<file path="src/rtl/id_ex_stage_pkg.sv">
// Shared definitions for the ID/EX stage:
// forwarding selects, ALU codes and the bubble bundle.
package id_ex_stage_pkg;

  localparam logic [4:0] ALU_ADDU = 5'd1;

  localparam logic [1:0] FWD_NONE = 2'd0;
  localparam logic [1:0] FWD_MEM  = 2'd1;
  localparam logic [1:0] FWD_WB   = 2'd2;

  typedef struct packed {
    logic       valid;
    logic       reg_write;
    logic       mem_read;
    logic       mem_write;
    logic       mem_to_reg;
    logic       alu_src;
    logic [4:0] shamt;
    logic [4:0] alu_ctl;
  } id_ex_ctrl_t;

  localparam id_ex_ctrl_t ID_EX_CTRL_BUBBLE = '{
    valid:      1'b0,
    reg_write:  1'b0,
    mem_read:   1'b0,
    mem_write:  1'b0,
    mem_to_reg: 1'b0,
    alu_src:    1'b0,
    shamt:      5'd0,
    alu_ctl:    ALU_ADDU
  };

endpackage

</file>
<file path="src/rtl/id_ex_stage_fwd_unit.sv">
// Per-operand forwarding select; MEM beats WB,
// register 0 never forwards.
module fwd_unit
  import id_ex_stage_pkg::*;
#(
  parameter int DATA_W = 32,
  parameter int REG_AW = 5
) (
  input  logic [REG_AW-1:0] src,
  input  logic              mem_reg_write,
  input  logic [REG_AW-1:0] mem_rd,
  input  logic [DATA_W-1:0] mem_data,
  input  logic              wb_reg_write,
  input  logic [REG_AW-1:0] wb_rd,
  input  logic [DATA_W-1:0] wb_data,
  output logic [1:0]        sel,
  output logic [DATA_W-1:0] data
);

  logic mem_hit;
  logic wb_hit;

  assign mem_hit = mem_reg_write
                 & (mem_rd != '0)
                 & (mem_rd == src);
  assign wb_hit  = wb_reg_write
                 & (wb_rd != '0)
                 & (wb_rd == src);

  always_comb begin
    sel  = FWD_NONE;
    data = '0;
    if (mem_hit) begin
      sel  = FWD_MEM;
      data = mem_data;
    end else if (wb_hit) begin
      sel  = FWD_WB;
      data = wb_data;
    end
  end

endmodule

</file>
<file path="src/rtl/id_ex_stage.sv">
// ID/EX pipeline register with MEM/WB forwarding,
// load-use stall, branch flush and global hold.
module id_ex_stage
  import id_ex_stage_pkg::*;
#(
  parameter int DATA_W = 32,
  parameter int REG_AW = 5
) (
  input  logic              clk,
  input  logic              reset,
  input  logic              Hold,
  input  logic              Flush,
  input  logic              ID_Valid,
  input  logic [DATA_W-1:0] ID_RsData,
  input  logic [DATA_W-1:0] ID_RtData,
  input  logic [REG_AW-1:0] ID_Rs,
  input  logic [REG_AW-1:0] ID_Rt,
  input  logic [REG_AW-1:0] ID_Rd,
  input  logic [DATA_W-1:0] ID_Imm,
  input  logic [4:0]        ID_Shamt,
  input  logic [4:0]        ID_ALUControl,
  input  logic              ID_ALUSrc,
  input  logic              ID_RegWrite,
  input  logic              ID_MemRead,
  input  logic              ID_MemWrite,
  input  logic              ID_MemToReg,
  input  logic              MEM_RegWrite,
  input  logic [REG_AW-1:0] MEM_Rd,
  input  logic [DATA_W-1:0] MEM_ALUResult,
  input  logic              WB_RegWrite,
  input  logic [REG_AW-1:0] WB_Rd,
  input  logic [DATA_W-1:0] WB_Data,
  output logic              Stall,
  output logic [DATA_W-1:0] OperandA,
  output logic [DATA_W-1:0] OperandB,
  output logic [4:0]        Shamt,
  output logic [4:0]        ALUControl,
  output logic [DATA_W-1:0] EX_StoreData,
  output logic [REG_AW-1:0] EX_Rd,
  output logic              EX_Valid,
  output logic              EX_RegWrite,
  output logic              EX_MemRead,
  output logic              EX_MemWrite,
  output logic              EX_MemToReg
);

  id_ex_ctrl_t       ctrl_q;
  logic [REG_AW-1:0] rd_q;
  logic [REG_AW-1:0] rs_q;
  logic [REG_AW-1:0] rt_q;
  logic [DATA_W-1:0] rs_data_q;
  logic [DATA_W-1:0] rt_data_q;
  logic [DATA_W-1:0] imm_q;

  id_ex_ctrl_t ctrl_d;
  logic        bubble;

  assign ctrl_d = '{
    valid:      ID_Valid,
    reg_write:  ID_RegWrite,
    mem_read:   ID_MemRead,
    mem_write:  ID_MemWrite,
    mem_to_reg: ID_MemToReg,
    alu_src:    ID_ALUSrc,
    shamt:      ID_Shamt,
    alu_ctl:    ID_ALUControl
  };

  assign Stall = ctrl_q.valid
               & ctrl_q.mem_read
               & (rd_q != '0)
               & ID_Valid
               & ((rd_q == ID_Rs)
                | (rd_q == ID_Rt))
               & ~Flush;

  assign bubble = Flush | Stall;

  always_ff @(posedge clk) begin
    if (reset) begin
      ctrl_q    <= ID_EX_CTRL_BUBBLE;
      rd_q      <= '0;
      rs_q      <= '0;
      rt_q      <= '0;
      rs_data_q <= '0;
      rt_data_q <= '0;
      imm_q     <= '0;
    end else if (!Hold) begin
      if (bubble) begin
        ctrl_q    <= ID_EX_CTRL_BUBBLE;
        rd_q      <= '0;
        rs_q      <= '0;
        rt_q      <= '0;
        rs_data_q <= '0;
        rt_data_q <= '0;
        imm_q     <= '0;
      end else begin
        ctrl_q    <= ctrl_d;
        rd_q      <= ID_Rd;
        rs_q      <= ID_Rs;
        rt_q      <= ID_Rt;
        rs_data_q <= ID_RsData;
        rt_data_q <= ID_RtData;
        imm_q     <= ID_Imm;
      end
    end
  end

  logic [1:0]        sel_a;
  logic [1:0]        sel_b;
  logic [DATA_W-1:0] fwd_a;
  logic [DATA_W-1:0] fwd_b;
  logic [DATA_W-1:0] rs_val;
  logic [DATA_W-1:0] rt_val;

  fwd_unit #(
    .DATA_W(DATA_W),
    .REG_AW(REG_AW)
  ) u_fwd_rs (
    .src          (rs_q),
    .mem_reg_write(MEM_RegWrite),
    .mem_rd       (MEM_Rd),
    .mem_data     (MEM_ALUResult),
    .wb_reg_write (WB_RegWrite),
    .wb_rd        (WB_Rd),
    .wb_data      (WB_Data),
    .sel          (sel_a),
    .data         (fwd_a)
  );

  fwd_unit #(
    .DATA_W(DATA_W),
    .REG_AW(REG_AW)
  ) u_fwd_rt (
    .src          (rt_q),
    .mem_reg_write(MEM_RegWrite),
    .mem_rd       (MEM_Rd),
    .mem_data     (MEM_ALUResult),
    .wb_reg_write (WB_RegWrite),
    .wb_rd        (WB_Rd),
    .wb_data      (WB_Data),
    .sel          (sel_b),
    .data         (fwd_b)
  );

  assign rs_val = (sel_a == FWD_NONE)
                ? rs_data_q : fwd_a;
  assign rt_val = (sel_b == FWD_NONE)
                ? rt_data_q : fwd_b;

  assign OperandA     = rs_val;
  assign EX_StoreData = rt_val;
  assign OperandB     = ctrl_q.alu_src
                      ? imm_q : rt_val;
  assign Shamt        = ctrl_q.shamt;
  assign ALUControl   = ctrl_q.alu_ctl;
  assign EX_Rd        = rd_q;
  assign EX_Valid     = ctrl_q.valid;
  assign EX_RegWrite  = ctrl_q.reg_write;
  assign EX_MemRead   = ctrl_q.mem_read;
  assign EX_MemWrite  = ctrl_q.mem_write;
  assign EX_MemToReg  = ctrl_q.mem_to_reg;

endmodule

</file>
<file path="config.mk">
export PLATFORM = sky130hd
export DESIGN_NAME = id_ex_stage
export DESIGN_NICKNAME = d
export VERILOG_FILES = /design/src/rtl/id_ex_stage_pkg.sv /design/src/rtl/id_ex_stage_fwd_unit.sv /design/src/rtl/id_ex_stage.sv
export SDC_FILE = /design/constraint.sdc
export NUM_CORES = 1
export LEC_CHECK = 0
export BUFFER_PORTS_ARGS = -buffer_cell sky130_fd_sc_hd__buf_2
export CORE_ASPECT_RATIO = 0.7
export CORE_MARGIN = 5
export CORE_UTILIZATION = 45
export DETAILED_ROUTE_END_ITERATION = 12
export GPL_TIMING_DRIVEN = 0
export PLACE_DENSITY = 0.87
export SLEW_MARGIN = 20
export SYNTH_ARGS = -nofsm -noshare
export SYNTH_HDL_FRONTEND = slang
export SYNTH_SLANG_ARGS = --single-unit
</file>
<file path="constraint.sdc">
create_clock -name clk -period 4.5 [get_ports clk]
set_clock_uncertainty 0.1 [all_clocks]
set_input_delay 1.35 -clock clk [delete_from_list [all_inputs] [get_ports clk]]
set_output_delay 1.35 -clock clk [all_outputs]
set_load 0.02 [all_outputs]
</file>
==> results of run 1 <==
-- worst min path at each step --
| stage | to | slack [ns] |
|---|---|---|
| 2_1_floorplan | rs_data_q[0]$_SDFFE_PP0N_ | 0.34 |
| 3_3_place_gp | EX_RegWrite$_SDFFE_PP0N_ | 0.35 |
| 3_5_place_dp | imm_q[20]$_SDFFE_PP0N_ | 0.36 |
| 4_1_cts | EX_MemToReg$_SDFFE_PP0N_ | 0.37 |
| 5_1_grt | rs_data_q[21]$_SDFFE_PP0N_ | 0.39 |
| 6_report | EX_MemToReg$_SDFFE_PP0N_ | 0.37 |
-- area by class of cell --
type | count | area share (%)
repair buffers | 349 | 20.3
inverters | 36 | 1.28
diodes | 1 | 0.0237
flip-flops and latches | 127 | 24.1
multi-input cells | 473 | 40.8
plain buffers | 74 | 5.52
clock buffers | 18 | 4.06
clock inverters | 14 | 1.72
well taps | 190 | 2.25
-- cells in the mapped netlist, drive strengths merged --
cell | number | share of area, %
a2111oi | 1 | 0.44
a211oi | 32 | 3.8
a21boi | 1 | 0.12
a21oi | 34 | 2.7
a221oi | 1 | 0.24
a22o | 126 | 17
a2bb2oi | 1 | 0.14
a41oi | 32 | 4.4
and4 | 2 | 0.28
buf | 31 | 2.9
clkbuf | 47 | 2.8
dfxtp | 127 | 40
inv | 36 | 2.1
mux2i | 32 | 5.1
nand2 | 36 | 2.1
nand3 | 5 | 0.40
nor2 | 99 | 5.9
nor2b | 2 | 0.20
nor3 | 3 | 0.24
nor4 | 1 | 0.099
o21ai | 1 | 0.079
o22ai | 1 | 0.099
o31ai | 32 | 3.8
or3 | 1 | 0.099
or4 | 2 | 0.24
xnor2 | 20 | 2.8
xor2 | 8 | 1.1
-- worst max-delay path: stages --
cell     delay (ns)
buf_8          0.10
or4_4          0.55
o21ai_4        0.21
buf_6          0.13
or4_1          0.15
buf_12         0.17
buf_12         0.14
nor2_1         0.05
a21oi_1        0.19
buf_4          0.19
-- power groups by stage --
stage	registers, mW	logic, mW	clock network (mW)
finish	1.20	0.660	1.44
global route	1.21	0.695	1.49
CTS	1.20	0.621	1.44
detailed placement	1.22	0.511	0
global placement	1.22	0.504	0
floorplan	1.22	0.279	0
-- per-layer routing --
layer | share of wire (%) | GRT usage, %
met1 | 39 | 40.4
met2 | 49 | 54.4
met5 | 0 | 0
met4 | 2.1 | 9.55
met3 | 10 | 8.14
-- kinds of logic after synthesis --
logic type / share of synthesized area (%)
compound gates: 33.3
buf+inv: 7.83
xor+xnor: 3.89
mux: 5.08
simple gates: 9.58
flops: 40.3
-- per-stage QoR --
| stage | cells | instance area [µm²] |
|---|---|---|
| 6_report | 1282 | 10600 |
| 5_1_grt | 1282 | 10600 |
| 4_1_cts | 1273 | 10300 |
| 3_5_place_dp | 1227 | 8320 |
| 3_3_place_gp | 1227 | 8320 |
| 2_1_floorplan | 714 | 6460 |
-- registers in the layout, indices dropped and copies added (netlist names), 5 cells and up --
name and cells:
ALUControl 5, EX_Rd 5, Shamt 5, imm_q 32
rs_data_q 32, rs_q 5, rt_data_q 32, rt_q 5
-- what timing repair did --
action / CTS / global route
setup endpoints to repair: 96 / 95
pin swaps: 52 / 20
buffers inserted: 14 / 7
resized for setup: 269 / 49
endpoints found under the hold margin: 0 / 0
cloned: 4 / 1
==> impl_metrics.yaml, run 1 <==
floorplanning:
  dieArea_mm2: 0.0165
  io_pins: 324
  die_h_um: 109
  initial_core_util_pct: 45.6
  rows: 36
  core_mm2: 0.0138
  fp.dieW_um: 152
placement:
  io_buffers: 323
  place_ws_ns: -0.660
  place_congestion: 0.933
  dp_hpwl_um: 19700
status:
  violations: "setup timing"
  outcome: "complete, but fails checks"
clock_tree:
  root_buffer: "clkbuf_16"
  cts_buffer_depth: 2
  htree_levels: 4
  cts_tree: "yes"
  cts_sinks: 127
  hold_buffers: 0
  numCtsBuffers: 17
  clk_latency_ns: 0.41
  path_clk_slew_ns: 0.06
power:
  power_mw: 3.30
  p_comb_share_pct: 20.0
  p_int_mw: 2.34
  p_sw_mw: 0.959
  cellPowerDensity_mw_per_mm2: 312
  p_seq_share_pct: 36.4
  ir_worst_vdd_mv: 0.233
  sw_frac_of_total_pct: 29.0
  clkPwrFrac_pct: 43.6
  p_leak_nw: 4.67
global_routing:
  grt_max_degree: 17
  track_usage_pct: 32.0
  grt_pass1_wl_um: 40700
  grt-ovfl-total: 0
  antenna_found_initial: 1
  grt_pass1_vias: 7542
logic_synthesis:
  synth-seq-cells: 127
  syn_nets: 921
  netlist_area_mm2: 0.00631
  seq_area_frac_synth_pct: 40.3
  synth.distinct_cells: 29
  yosys_warnings: 0
  syn_inst: 714
  postSynthAreaPerCell_um2: 8.84
detailed_routing:
  viasPerCell: 5.83
  num_vias: 7475
  drt_wl_total_um: 28400
  firstDrtPassIters: 7
  antenna_left: 0
  wire_per_inst_um: 22.2
  drtIter0Drc: 520
  post-route-drc-count: 0
sta:
  post-route-min-period_ns: 4.68
  setup_tns_ns: -7.11
  maxSlewHeadroom_pct: 44.0
  hold_violations: 0
  setup_viol: 89
  drv_slew: 0
  fin_crit_sh_pct: 104
  tightest_slew_ns: 0.841
  finalWorstSetupSlack_ns: -0.181
  rsz0062_at_grt: "yes"
  fmax_mhz: 214
  whs_ns: 0.374
worst_setup_path:
  criticalPathCategory: "in2out"
  reg2reg_depth: 6
  critPathCaptureType: "output pin"
  critPathRequiredTime_ns: 3.05
  startpoint: "MEM_Rd[2]"
  cp-endpoint: "OperandA[7]"
  reg2reg_slack_ns: 1.84
  cp_max_fo: 10
  cp_data_arrival_time_ns: 3.23
  r2r-end: "rs_data_q[2]$_SDFFE_PP0N_"
  timing.rr.start: "EX_Rd[4]$_SDFFE_PP0N_"
  startpoint_type: "input pin"
cells_and_area:
  area_growth_pct: 67.5
  drive_gt1_share_pct: 50.4
  multiInputGateArea_mm2: 0.00432
  final_nets: 1285
  final_cell_mix: "buf_2 (251), dfxtp_1 (127), a22o_1 (126), buf_4 (104), nor2_1 (86)"
  fin_util_pct: 76.4
  fill_cells: 921
  final_common_cell: "buf_2"
  regArea_mm2: 0.00254
hold_path:
  whs_path_depth: 1
  min_path_type: "reg2reg"
  hold_start: "EX_MemToReg$_SDFFE_PP0N_"
run:
  maxCapViolations: 0
Note: power is estimated with default switching activity, not from simulation.
==> inputs of run 2 (changes only) <==
--- a/config.mk
+++ b/config.mk
@@ -9,6 +9,7 @@
 export CORE_ASPECT_RATIO = 0.7
 export CORE_MARGIN = 5
 export CORE_UTILIZATION = 45
+export CTS_BUF_LIST = sky130_fd_sc_hd__clkbuf_8
 export DETAILED_ROUTE_END_ITERATION = 12
 export GPL_TIMING_DRIVEN = 0
 export PLACE_DENSITY = 0.87
==> run 2 against run 1 <==
Compared with the run above: the run still ends with setup timing left; hold slack better by 0.0069 ns; clock-buffer cell count is 1 lower; worst setup slack better by 0.044 ns; register-to-register slack worse by 0.05 ns; non-clock buffer count is 1 higher; maximum frequency is 0.94% higher; critical path type unchanged; critical endpoint is now OperandB[3].
==> impl_metrics.yaml, run 2 (synthesis results as in run 1) <==
status:
  outcome: "complete, but fails checks"
  violations: "setup timing"
placement:
  place_ws_ns: -0.660
  place_inst: 1227
  io_buffers: 323
  place_congestion: 0.933
  dp_hpwl_um: 19700
floorplanning:
  rows: 36
  io_pins: 324
  fp.dieW_um: 152
  die_h_um: 109
  initial_core_util_pct: 45.6
  core_mm2: 0.0138
  dieArea_mm2: 0.0165
worst_setup_path:
  reg2reg_slack_ns: 1.79
  r2r-end: "rs_data_q[2]$_SDFFE_PP0N_"
  criticalPathCategory: "in2out"
  cp_max_fo: 5
  critPathRequiredTime_ns: 3.05
  reg2reg_depth: 6
  cp_cell_sequence: "buf_8 -> or4_4 -> o21ai_4 -> or3_4 -> clkbuf_16 -> nor2_1 -> o31ai_2 -> buf_4"
  critPathCaptureType: "output pin"
  crit_slowest_cell: "or4_4"
  cp_data_arrival_time_ns: 3.19
  critPathMaxStageDelay_ns: 0.53
  timing.rr.start: "EX_Rd[4]$_SDFFE_PP0N_"
  startpoint_type: "input pin"
clock_tree:
  root_buffer: "clkbuf_8"
  clk_latency_ns: 0.44
  cts_sinks: 127
  numCtsBuffers: 17
  htree_levels: 4
  path_clk_slew_ns: 0.08
  cts_buffer_depth: 2
  cts_tree: "yes"
  hold_buffers: 0
cells_and_area:
  fill_cells: 832
  instances_no_fill: 1284
  area_growth_pct: 75.3
  fin_util_pct: 80.0
  reg_top3: "imm_q: 32 flops, rs_data_q: 32 flops, rt_data_q: 32 flops"
  drive_gt1_share_pct: 56.5
  final_common_cell: "buf_2"
  final_cell_mix: "buf_2 (239), dfxtp_1 (127), a22o_1 (126), buf_4 (85), nor2_1 (57)"
  final_nets: 1286
sta:
  fin_crit_sh_pct: 103
  post-route-min-period_ns: 4.64
  rsz0062_at_grt: "yes"
  drv_slew: 0
  fmax_mhz: 216
  hold_violations: 0
  maxSlewHeadroom_pct: 42.8
  tightest_slew_ns: 0.858
  finalWorstSetupSlack_ns: -0.137
  setup_viol: 62
detailed_routing:
  post-route-drc-count: 0
  antenna_left: 0
  wire_per_inst_um: 24.1
  drt_wl_total_um: 30900
  firstDrtPassIters: 5
  viasPerCell: 6.02
  drtIter0Drc: 532
  num_vias: 7728
global_routing:
  grt-ovfl-total: 0
  grt_pass1_vias: 7384
  antenna_found_initial: 2
  track_usage_pct: 31.8
  grt_pass1_wl_um: 40300
  grt_max_degree: 17
hold_path:
  min_to: "rt_data_q[21]$_SDFFE_PP0N_"
  whs_path_depth: 1
  hold_start: "rt_data_q[21]$_SDFFE_PP0N_"
  min_path_type: "reg2reg"
power:
  p_comb_share_pct: 24.2
  p_leak_nw: 4.66
  sw_frac_of_total_pct: 31.9
  clkPwrFrac_pct: 35.7
  cellPowerDensity_mw_per_mm2: 271
  p_int_mw: 2.04
  p_seq_share_pct: 40.1
  p_sw_mw: 0.957
  ir_worst_vdd_mv: 0.196
run:
  maxCapViolations: 0
## run 2: cell types whose count changed in the layout (fill, tap and decap cells not counted), moves of 12 or more
cell / change
buf_2: -12
nor2_1: -29
clkbuf_8: +17
a21oi_1: -25
clkbuf_16: -14
nor2_4: +17
buf_6: +21
a21oi_2: +25
buf_4: -19
nor2_2: +12
a41oi_2: -16
a41oi_4: +16
## run 2: repair_timing
action | CTS | global route
endpoints found under the setup margin | 96 | 93
resized for setup | 227 | 239
gates cloned | 3 | 5
endpoints found under the hold margin | 0 | 0
pin swaps | 20 | 52
buffers inserted | 8 | 12
## run 2: worst max-delay path: cells and delay by family
kind	cells	cell delay (ns)
simple gates	3	0.87
buf+inv	3	0.49
compound gates	2	0.47
## run 2: how the worst max path moves through the flow
stage / startpoint / to / cells past startpoint
final: MEM_Rd[1] / OperandB[3] / 8
after global routing: MEM_Rd[1] / OperandB[3] / 8
after CTS: MEM_Rd[3] / OperandB[18] / 8
after detailed placement: WB_Rd[0] / OperandB[9] / 9
after global placement: WB_Rd[0] / OperandB[9] / 9
after floorplan: MEM_Rd[1] / OperandA[23] / 7
## run 2: layout make-up
cell class,instances,area [µm²],share of cell area (%)
Multi-Input combinational cell,473,4810,43.5
Sequential cell,127,2540,23.0
Timing Repair Buffer,350,2270,20.5
Buffer,74,646,5.84
Tap cell,190,238,2.15
Clock buffer,17,234,2.11
Clock inverter,15,185,1.67
Inverter,36,135,1.22
Antenna cell,2,5.00,0.0452
## run 2: power by group through the flow
| stage | clock network [mW] | registers (mW) | logic [mW] |
|---|---|---|---|
| 2_1_floorplan | 0 | 1.22 | 0.279 |
| 3_3_place_gp | 0 | 1.22 | 0.504 |
| 3_5_place_dp | 0 | 1.22 | 0.511 |
| 4_1_cts | 1.07 | 1.20 | 0.607 |
| 5_1_grt | 1.11 | 1.21 | 0.757 |
| 6_report | 1.07 | 1.20 | 0.725 |
## run 2: through the flow
stage	total power [mW]	hold slack (ns)	instance area (µm²)	TNS, ns
2_1_floorplan	1.50	0.341	6460	0
3_3_place_gp	1.73	0.353	8320	-46.54
3_5_place_dp	1.73	0.355	8320	-50.22
4_1_cts	2.87	0.379	9890	-0.869
5_1_grt	3.08	0.392	11100	-5.02
6_report	3.00	0.381	11100	-2.32
## run 2: metal layers
layer / share of wire, % / wire length [µm] / GRT usage (%) / vias up
li1: - / - / - / 3365
met4: 2.6 / 790 / 9.74 / 0
met2: 49 / 15100 / 53.1 / 485
met3: 9.8 / 3040 / 7.35 / 77
met5: 0 / 0 / 0 / -
met1: 39 / 12000 / 41.0 / 3801
